### src/rtl/multicycle_control_pkg.sv
// multicycle_control_pkg: opcodes, control codes and state encoding for the multi-cycle MIPS controller
package multicycle_control_pkg;
  localparam logic [5:0] MIPS_RTYPE = 6'h00;
  localparam logic [5:0] MIPS_J     = 6'h02;
  localparam logic [5:0] MIPS_JAL   = 6'h03;
  localparam logic [5:0] MIPS_BEQ   = 6'h04;
  localparam logic [5:0] MIPS_BNE   = 6'h05;
  localparam logic [5:0] MIPS_ADDI  = 6'h08;
  localparam logic [5:0] MIPS_ANDI  = 6'h0C;
  localparam logic [5:0] MIPS_ORI   = 6'h0D;
  localparam logic [5:0] MIPS_XORI  = 6'h0E;
  localparam logic [5:0] MIPS_LUI   = 6'h0F;
  localparam logic [5:0] MIPS_LW    = 6'h23;
  localparam logic [5:0] MIPS_SW    = 6'h2B;
  localparam logic [5:0] FUNCT_JR   = 6'h08;
  localparam logic [1:0] ALUOP_LW_SW_ADDI    = 2'b00;
  localparam logic [1:0] ALUOP_BEQ_BNE       = 2'b01;
  localparam logic [1:0] ALUOP_RTYPE         = 2'b10;
  localparam logic [1:0] ALUOP_ANDI_ORI_XORI = 2'b11;
  localparam logic [1:0] SRCB_REGB    = 2'b00;
  localparam logic [1:0] SRCB_FOUR    = 2'b01;
  localparam logic [1:0] SRCB_IMM     = 2'b10;
  localparam logic [1:0] SRCB_IMM_SH2 = 2'b11;
  localparam logic [1:0] PCSRC_ALU    = 2'b00;
  localparam logic [1:0] PCSRC_ALUOUT = 2'b01;
  localparam logic [1:0] PCSRC_JUMP   = 2'b10;
  localparam logic [1:0] PCSRC_REGA   = 2'b11;
  typedef enum logic [3:0] {
    FETCH = 4'd0, DECODE = 4'd1, MEM_ADDR = 4'd2, MEM_READ = 4'd3,
    MEM_WB = 4'd4, MEM_WRITE = 4'd5, EXEC_R = 4'd6, ALU_WB = 4'd7,
    EXEC_I = 4'd8, IMM_WB = 4'd9, BRANCH = 4'd10, JUMP = 4'd11,
    JAL_WB = 4'd12, JR = 4'd13, LUI_WB = 4'd14, FAULT = 4'd15
  } state_t;
  function automatic logic isLogicImm(input logic [5:0] op);
    return op inside {MIPS_ANDI, MIPS_ORI, MIPS_XORI};
  endfunction
endpackage

### src/rtl/multicycle_control_mem_timeout_ctr.sv
// mem_timeout_ctr: counts consecutive memory wait cycles and flags the last allowed one
module mem_timeout_ctr #(
  parameter int MEM_TIMEOUT = 255,
  parameter int TO_W = 8
) (
  input  logic clk,
  input  logic rst_n,
  input  logic en,
  input  logic clr,
  output logic expired
);
  logic [TO_W-1:0] count;
  logic counting;
  assign counting = en && !clr;
  // count holds the waits already spent, so this cycle is wait number count+1
  assign expired = counting && (count == TO_W'(MEM_TIMEOUT - 1));
  always_ff @(posedge clk or negedge rst_n)
    if (!rst_n) count <= '0;
    else count <= counting ? count + 1'b1 : '0;
endmodule

### src/rtl/multicycle_control.sv
// multicycle_control: multi-cycle MIPS main controller with memory handshake timeout
module multicycle_control
  import multicycle_control_pkg::*;
#(
  parameter int MEM_TIMEOUT = 255,
  parameter int TO_W = 8
) (
  input  logic       clk,
  input  logic       rst_n,
  input  logic [5:0] opcode,
  input  logic [5:0] funct,
  input  logic       mem_ready,
  output logic       PCWrite,
  output logic       PCWriteCond,
  output logic       BranchNe,
  output logic       IorD,
  output logic       MemRead,
  output logic       MemWrite,
  output logic       IRWrite,
  output logic       MemtoReg,
  output logic       RegDst,
  output logic       RegWrite,
  output logic       ALUSrcA,
  output logic [1:0] ALUSrcB,
  output logic [1:0] ALUOp,
  output logic [1:0] PCSource,
  output logic       ExtOp,
  output logic       JalEn,
  output logic       LuiEn,
  output logic       instr_done,
  output logic       illegal_op,
  output logic       fault,
  output logic [3:0] state_o
);
  state_t state, nextState;
  logic toExpired;
  mem_timeout_ctr #(.MEM_TIMEOUT(MEM_TIMEOUT), .TO_W(TO_W)) timeoutCtr (
    .clk(clk),
    .rst_n(rst_n),
    .en(state inside {FETCH, MEM_READ, MEM_WRITE}),
    .clr(mem_ready),
    .expired(toExpired)
  );
  always_ff @(posedge clk or negedge rst_n)
    if (!rst_n) state <= FETCH;
    else state <= nextState;
  assign state_o = state;
  always_comb begin
    nextState = state;
    PCWrite = 1'b0;
    PCWriteCond = 1'b0;
    BranchNe = 1'b0;
    IorD = 1'b0;
    MemRead = 1'b0;
    MemWrite = 1'b0;
    IRWrite = 1'b0;
    MemtoReg = 1'b0;
    RegDst = 1'b0;
    RegWrite = 1'b0;
    ALUSrcA = 1'b0;
    ALUSrcB = SRCB_REGB;
    ALUOp = ALUOP_LW_SW_ADDI;
    PCSource = PCSRC_ALU;
    ExtOp = 1'b1;
    JalEn = 1'b0;
    LuiEn = 1'b0;
    instr_done = 1'b0;
    illegal_op = 1'b0;
    fault = 1'b0;
    unique case (state)
      FETCH: begin
        MemRead = 1'b1;
        ALUSrcB = SRCB_FOUR;
        IRWrite = mem_ready;
        PCWrite = mem_ready;
        nextState = mem_ready ? DECODE : FETCH;
      end
      DECODE: begin
        ALUSrcB = SRCB_IMM_SH2;
        case (opcode)
          MIPS_RTYPE: nextState = (funct == FUNCT_JR) ? JR : EXEC_R;
          MIPS_LW, MIPS_SW: nextState = MEM_ADDR;
          MIPS_BEQ, MIPS_BNE: nextState = BRANCH;
          MIPS_ADDI, MIPS_ANDI, MIPS_ORI, MIPS_XORI: nextState = EXEC_I;
          MIPS_J: nextState = JUMP;
          MIPS_JAL: nextState = JAL_WB;
          MIPS_LUI: nextState = LUI_WB;
          default: begin
            nextState = FETCH;
            illegal_op = 1'b1;
          end
        endcase
      end
      EXEC_R: begin
        ALUSrcA = 1'b1;
        ALUOp = ALUOP_RTYPE;
        nextState = ALU_WB;
      end
      ALU_WB: begin
        RegDst = 1'b1;
        RegWrite = 1'b1;
        instr_done = 1'b1;
        nextState = FETCH;
      end
      EXEC_I: begin
        ALUSrcA = 1'b1;
        ALUSrcB = SRCB_IMM;
        ExtOp = !isLogicImm(opcode);
        ALUOp = isLogicImm(opcode) ? ALUOP_ANDI_ORI_XORI : ALUOP_LW_SW_ADDI;
        nextState = IMM_WB;
      end
      IMM_WB: begin
        RegWrite = 1'b1;
        ExtOp = !isLogicImm(opcode);
        ALUOp = isLogicImm(opcode) ? ALUOP_ANDI_ORI_XORI : ALUOP_LW_SW_ADDI;
        instr_done = 1'b1;
        nextState = FETCH;
      end
      MEM_ADDR: begin
        ALUSrcA = 1'b1;
        ALUSrcB = SRCB_IMM;
        nextState = (opcode == MIPS_SW) ? MEM_WRITE : MEM_READ;
      end
      MEM_READ: begin
        MemRead = 1'b1;
        IorD = 1'b1;
        nextState = mem_ready ? MEM_WB : MEM_READ;
      end
      MEM_WB: begin
        RegWrite = 1'b1;
        MemtoReg = 1'b1;
        instr_done = 1'b1;
        nextState = FETCH;
      end
      MEM_WRITE: begin
        MemWrite = 1'b1;
        IorD = 1'b1;
        instr_done = mem_ready;
        nextState = mem_ready ? FETCH : MEM_WRITE;
      end
      BRANCH: begin
        ALUSrcA = 1'b1;
        ALUOp = ALUOP_BEQ_BNE;
        PCWriteCond = 1'b1;
        PCSource = PCSRC_ALUOUT;
        BranchNe = (opcode == MIPS_BNE);
        instr_done = 1'b1;
        nextState = FETCH;
      end
      JUMP: begin
        PCWrite = 1'b1;
        PCSource = PCSRC_JUMP;
        instr_done = 1'b1;
        nextState = FETCH;
      end
      JAL_WB: begin
        PCWrite = 1'b1;
        PCSource = PCSRC_JUMP;
        RegWrite = 1'b1;
        JalEn = 1'b1;
        instr_done = 1'b1;
        nextState = FETCH;
      end
      JR: begin
        PCWrite = 1'b1;
        PCSource = PCSRC_REGA;
        instr_done = 1'b1;
        nextState = FETCH;
      end
      LUI_WB: begin
        RegWrite = 1'b1;
        LuiEn = 1'b1;
        instr_done = 1'b1;
        nextState = FETCH;
      end
      FAULT: fault = 1'b1;
    endcase
    if (toExpired) nextState = FAULT;
  end
endmodule

### config.mk
export PLATFORM = sky130hd
export DESIGN_NAME = multicycle_control
export DESIGN_NICKNAME = d
export VERILOG_FILES = /design/src/rtl/multicycle_control_pkg.sv /design/src/rtl/multicycle_control_mem_timeout_ctr.sv /design/src/rtl/multicycle_control.sv
export SDC_FILE = /design/constraint.sdc
export NUM_CORES = 1
export LEC_CHECK = 0
export CAP_MARGIN = 25
export CORE_MARGIN = 3
export CORE_UTILIZATION = 50
export DETAILED_ROUTE_END_ITERATION = 8
export GPL_ROUTABILITY_DRIVEN = 0
export PLACE_DENSITY = 0.86
export SKIP_CTS_REPAIR_TIMING = 1
export SLEW_MARGIN = 40
export SYNTH_ARGS = -nofsm -noshare
export SYNTH_HDL_FRONTEND = slang
export SYNTH_HIERARCHICAL = 1
export SYNTH_SLANG_ARGS = --single-unit
### constraint.sdc
create_clock -name clk -period 5.9 [get_ports clk]
set_input_delay 1.475 -clock clk [delete_from_list [all_inputs] [get_ports clk]]
set_output_delay 1.475 -clock clk [all_outputs]
set_load 0.01 [all_outputs]
## Word-level counts from Yosys, hierarchy flattened

Index checks and enable logic that the tools add are counted.

| storage, ports and cells | value |
|---|---|
| output and inout bits | 27 |
| word-level logic and storage cells | 84 |
| bits of input ports | 15 |
| bits in registers | 12 |

| operators by class | value |
|---|---|
| reduce and logical (&&, ||, !) cells | 22 |
| equal/unequal tests | 28 |
| add/subtract/negate cells | 1 |
| muxes and demuxes | 31 |

Operators by type and width:

| cell | number |
|---|---|
| $eq 6x4->1 const B | 6 |
| $eq 4x4->1 const B | 8 |
| $pmux 4 s8 | 1 |
| $pmux 4 s7 | 1 |
| $pmux 2 s3 | 3 |
| $mux 1 | 17 |
| $eq 4x3->1 const B | 4 |
| $reduce_or 2->1 | 7 |
| $eq 6x2->1 const B | 2 |
| $eq 6x3->1 const B | 2 |
| $eq 6x6->1 const B | 2 |
| $reduce_or 12->1 | 1 |
| $mux 3 | 3 |
| $reduce_bool 9->1 | 1 |
| $add 8x1->8 const B | 1 |
| $eq 4x2->1 const B | 2 |
| $eq 8x8->1 const B | 1 |
| $mux 4 | 2 |
| $mux 8 | 1 |
| $reduce_or 4->1 | 2 |
| $reduce_or 8->1 | 1 |
| $logic_not 6->1 | 1 |
| $reduce_bool 3->1 | 2 |
| $reduce_or 5->1 | 1 |
| other kinds (7) | 10 |

## Longest topological paths before layout

| logic depth | value |
|---|---|
| depth after elaboration | 5 |
| mapped depth | 11 |
| gate-level depth less buffers | 8 |

## Hierarchy

Netlist, hierarchy kept.

Modules (own cells, without submodules):

| module | cells an instance | instances | area an instance (um^2) | sequential area each (um^2) |
|---|---|---|---|---|
| multicycle_control | 133 | 1 | 898.4 | 100.1 |
| mem_timeout_ctr | 38 | 1 | 376.6 | 200.2 |

## Least setup slack after synthesis

Ideal clock, no wire load.

| timing path | value |
|---|---|
| path type | input to output |
| start | input opcode[0] |
| end | output illegal_op |
| stages | 5 |
| arrival time | 2.422 ns |
| path slack | 2.003 ns |
| data required time | 4.425 ns |
| path through | buf_2 o21bai_1 a22oi_1 nor3_1 nor4_1 |

| between the ends | value |
|---|---|
| longest elaborated chain between the ends | 4 |
| elaborated cells between the ends (all ways) | 15 |
| classes of those cells | eq/ne (11); mux (2); reduce/logical (2) |

Ends and longest elaborated chain:

| what | line | source |
|---|---|---|
| start, declared | multicycle_control.sv:10 | `input logic [5:0] opcode,` |
| $eq 6x4->1, or another cell as far along | multicycle_control.sv:80 | `case (opcode)` |
| $reduce_or 12->1 (no line) * | -- |  |
| $mux 1 * | multicycle_control.sv:80 |  |
| $mux 1 * | multicycle_control.sv:70 | `unique case (state)` |
| end, declared | multicycle_control.sv:31 | `output logic illegal_op,` |

Mark *: on every way between the ends. The rest lies on a longest branch, timed or not.

## Worst setup path after layout

| timing path | value |
|---|---|
| start | input opcode[2] |
| end | output illegal_op |

The elaborated chain is that of the path after synthesis.

==> impl_metrics.env <==
export IMPL_synthMuxAreaShare=0.0177
export IMPL_vias_per_cell=6.00
export IMPL_setup_tns_final_ns=0
export IMPL_min_path_type="reg -> reg"
export IMPL_synth_main_ff_cell="dfrtp_1"
export IMPL_endpoint_kind="output pin"
export IMPL_area_delta_synth_final_pct=32.1
export IMPL_h_tree_depth=1
export IMPL_cp_max_fo=13
export IMPL_fin_hold_ws_ns=0.516
export IMPL_routedWlPerCell_um=14.8
export IMPL_max_freq_ghz=0.201
export IMPL_top_layer_used="met4"
export IMPL_yosys_warnings=6
export IMPL_synth_seq_cells=12
export IMPL_first_pass_iters=4
export IMPL_first_iter_violations=41
export IMPL_final_common_cell="clkdlybuf4s50_1"
export IMPL_initial_core_util=0.550
export IMPL_wl_met2_um=1610
export IMPL_power_density_nw_per_um2=270
export IMPL_track_usage=0.216
export IMPL_dpl_cell_area_um2=1650
export IMPL_drive_gt1_frac=0.0644
export IMPL_async_flop_share=1.00
export IMPL_drt_met1_wl_um=1490
export IMPL_wirelength_um=3400
export IMPL_cts_tree="built"
export IMPL_setup_viol=0
export IMPL_synth_xor_xnor_area_share=0.0412
export IMPL_grt_pass1_vias=1295
export IMPL_syn_inst=171
export IMPL_ys_types=54
export IMPL_drv_slew=0
export IMPL_grt_max_degree=30
export IMPL_worstPathRequired_ns=4.43
export IMPL_synth_top_family_by_area="simple AND/OR/NAND/NOR gates"
export IMPL_fp_row_count=17
export IMPL_antenna_found_initial=0
export IMPL_finClkSkew_ns=0.00232
export IMPL_drtAntennaViolNets=0
export IMPL_syn_area_um2=1270
export IMPL_worst_slew_pin_slew_ns=0.814
export IMPL_fp_dieH_um=56.5
export IMPL_seq_area_frac_synth=0.236
export IMPL_final_core_util=0.726
export IMPL_dpl_hpwl_um=2500
export IMPL_clkTransAtPathRegs_ns=0.07
export IMPL_synth_compound_area_frac=0.230
export IMPL_coreArea_um2=2320
export IMPL_max_slew_margin_rel=0.457
export IMPL_clock_tree_root_cell="clkbuf_4"
export IMPL_diodes=0
export IMPL_via_count=1381
export IMPL_die_area_um2=3190
export IMPL_cp_start_kind="primary input"
export IMPL_synthSimpleGateAreaFrac=0.391
export IMPL_port_buffers=41
export IMPL_fin_crit_sh=0.844
export IMPL_numCtsBuffers=3
export IMPL_final_cell_mix="clkdlybuf4s50_1, nor2_1, dfrtp_1"
export IMPL_syn_avg_cell_area_um2=7.46
export IMPL_max_cap_violations=0
export IMPL_ir_worst_vdd_mv=0.194
export IMPL_grt_setup_unrepaired="no"
export IMPL_arrival_ns=3.51
export IMPL_critPathKind="in -> out"
export IMPL_fp_dieW_um=56.5
export IMPL_synthAdderAreaFrac=0.0196
export IMPL_status="complete, no violations"
export IMPL_final_cell_area_um2=1680
export IMPL_cts_num_sinks=12
export IMPL_synth_edf_count=0
export IMPL_drc=0
export IMPL_grt_pass1_wl_um=5710
export IMPL_setup_ws_ns=0.919
export IMPL_insertion_delay_ns=0.27
export IMPL_pin_count=42
export IMPL_syn_nets=188
export IMPL_place_ws_ns=0.937
export IMPL_p_leak_nw=0.639
export IMPL_grt_overflow_total=0
export IMPL_ctsLongestPathBuffers=2
export IMPL_wl_met3_um=270
export IMPL_period_minus_slack_ns=4.98
export IMPL_hold_viol=0
export IMPL_fin_nets=220
==> power breakdown <==
group | switching, mW | internal, mW | total, mW | leakage, nW
clock | 0.0278 | 0.0375 | 0.0654 | 0.0210
sequential | 0.0466 | 0.0936 | 0.140 | 0.164
combinational | 0.117 | 0.132 | 0.249 | 0.454
==> worst max-delay path, cell delays in order <==
cell and delay (ns):
clkdlybuf4s50_1 0.61, o21bai_1 0.29, a22oi_1 0.25, nor3_1 0.07
nor4_1 0.23, clkdlybuf4s50_1 0.58
==> state kept, by name, summed over array words and instances (netlist names) <==
name	count
state_o	4
timeoutCtr/count	8
==> Yosys cell counts (2+ instances only) <==
cell / instances / share of area
nor2_1: 26 / 0.077
dfrtp_1: 12 / 0.24
a21oi_1: 11 / 0.043
nor3_1: 11 / 0.043
o21ai_0: 11 / 0.043
buf_2: 10 / 0.039
nand2_1: 9 / 0.026
nand2b_1: 7 / 0.034
nand3_1: 5 / 0.020
or3_1: 5 / 0.025
inv_1: 3 / 0.0088
nand4_1: 3 / 0.015
nor3b_1: 3 / 0.018
nor4_1: 3 / 0.015
xnor2_1: 3 / 0.021
xor2_1: 3 / 0.021
and2_1: 2 / 0.0098
buf_4: 2 / 0.012
clkbuf_1: 2 / 0.0059
ha_1: 2 / 0.020
mux2_2: 2 / 0.018
nand3b_1: 2 / 0.012
nor2b_1: 2 / 0.0098
o21ai_1: 2 / 0.0079
==> path summary, 6_finish.rpt <==
check                                 endpoint  cells after the start  slack [ns]                start
setup / recovery                    illegal_op                      6        0.92            opcode[2]
hold / removal             timeoutCtr/count[0]                      1        0.52  timeoutCtr/count[0]
setup reg to reg                    state_o[0]                      8        3.29           state_o[0]
hold reg to reg            timeoutCtr/count[0]                      1        0.52  timeoutCtr/count[0]
max in group asynchronous           state_o[2]                      1        4.01                rst_n
min in group asynchronous  timeoutCtr/count[1]                      1        1.54                rst_n
==> through the flow <==
| step | std cells | power [mW] |
|---|---|---|
| after floorplan | 171 | 0.287 |
| after global routing | 230 | 0.492 |
| after CTS | 230 | 0.457 |
| after detailed placement | 226 | 0.390 |
| final | 230 | 0.454 |
| after global placement | 226 | 0.381 |
==> cells by family after synthesis <==
kind of cell    Yosys count
fa+ha+maj                 2
mux                       2
compound gates           44
xor+xnor                  6
buf+inv                  17
flops                    12
simple gates             88
==> metal layers <==
layer / GRT usage / vias to the layer above
li1: - / 685
met1: 0.272 / 634
met2: 0.361 / 58
met3: 0.0437 / 4
met4: 0.0780 / 0
met5: 0 / -
==> cell type report <==
cell class / instances / area, um2
inverter: 3 / 11.3
multi-input combinational: 142 / 891
clock buffer: 4 / 36.3
tap: 28 / 35.0
timing repair buffer: 41 / 410
sequential: 12 / 300
fill: 193 / 634
Power figures use the tool's default switching activity.
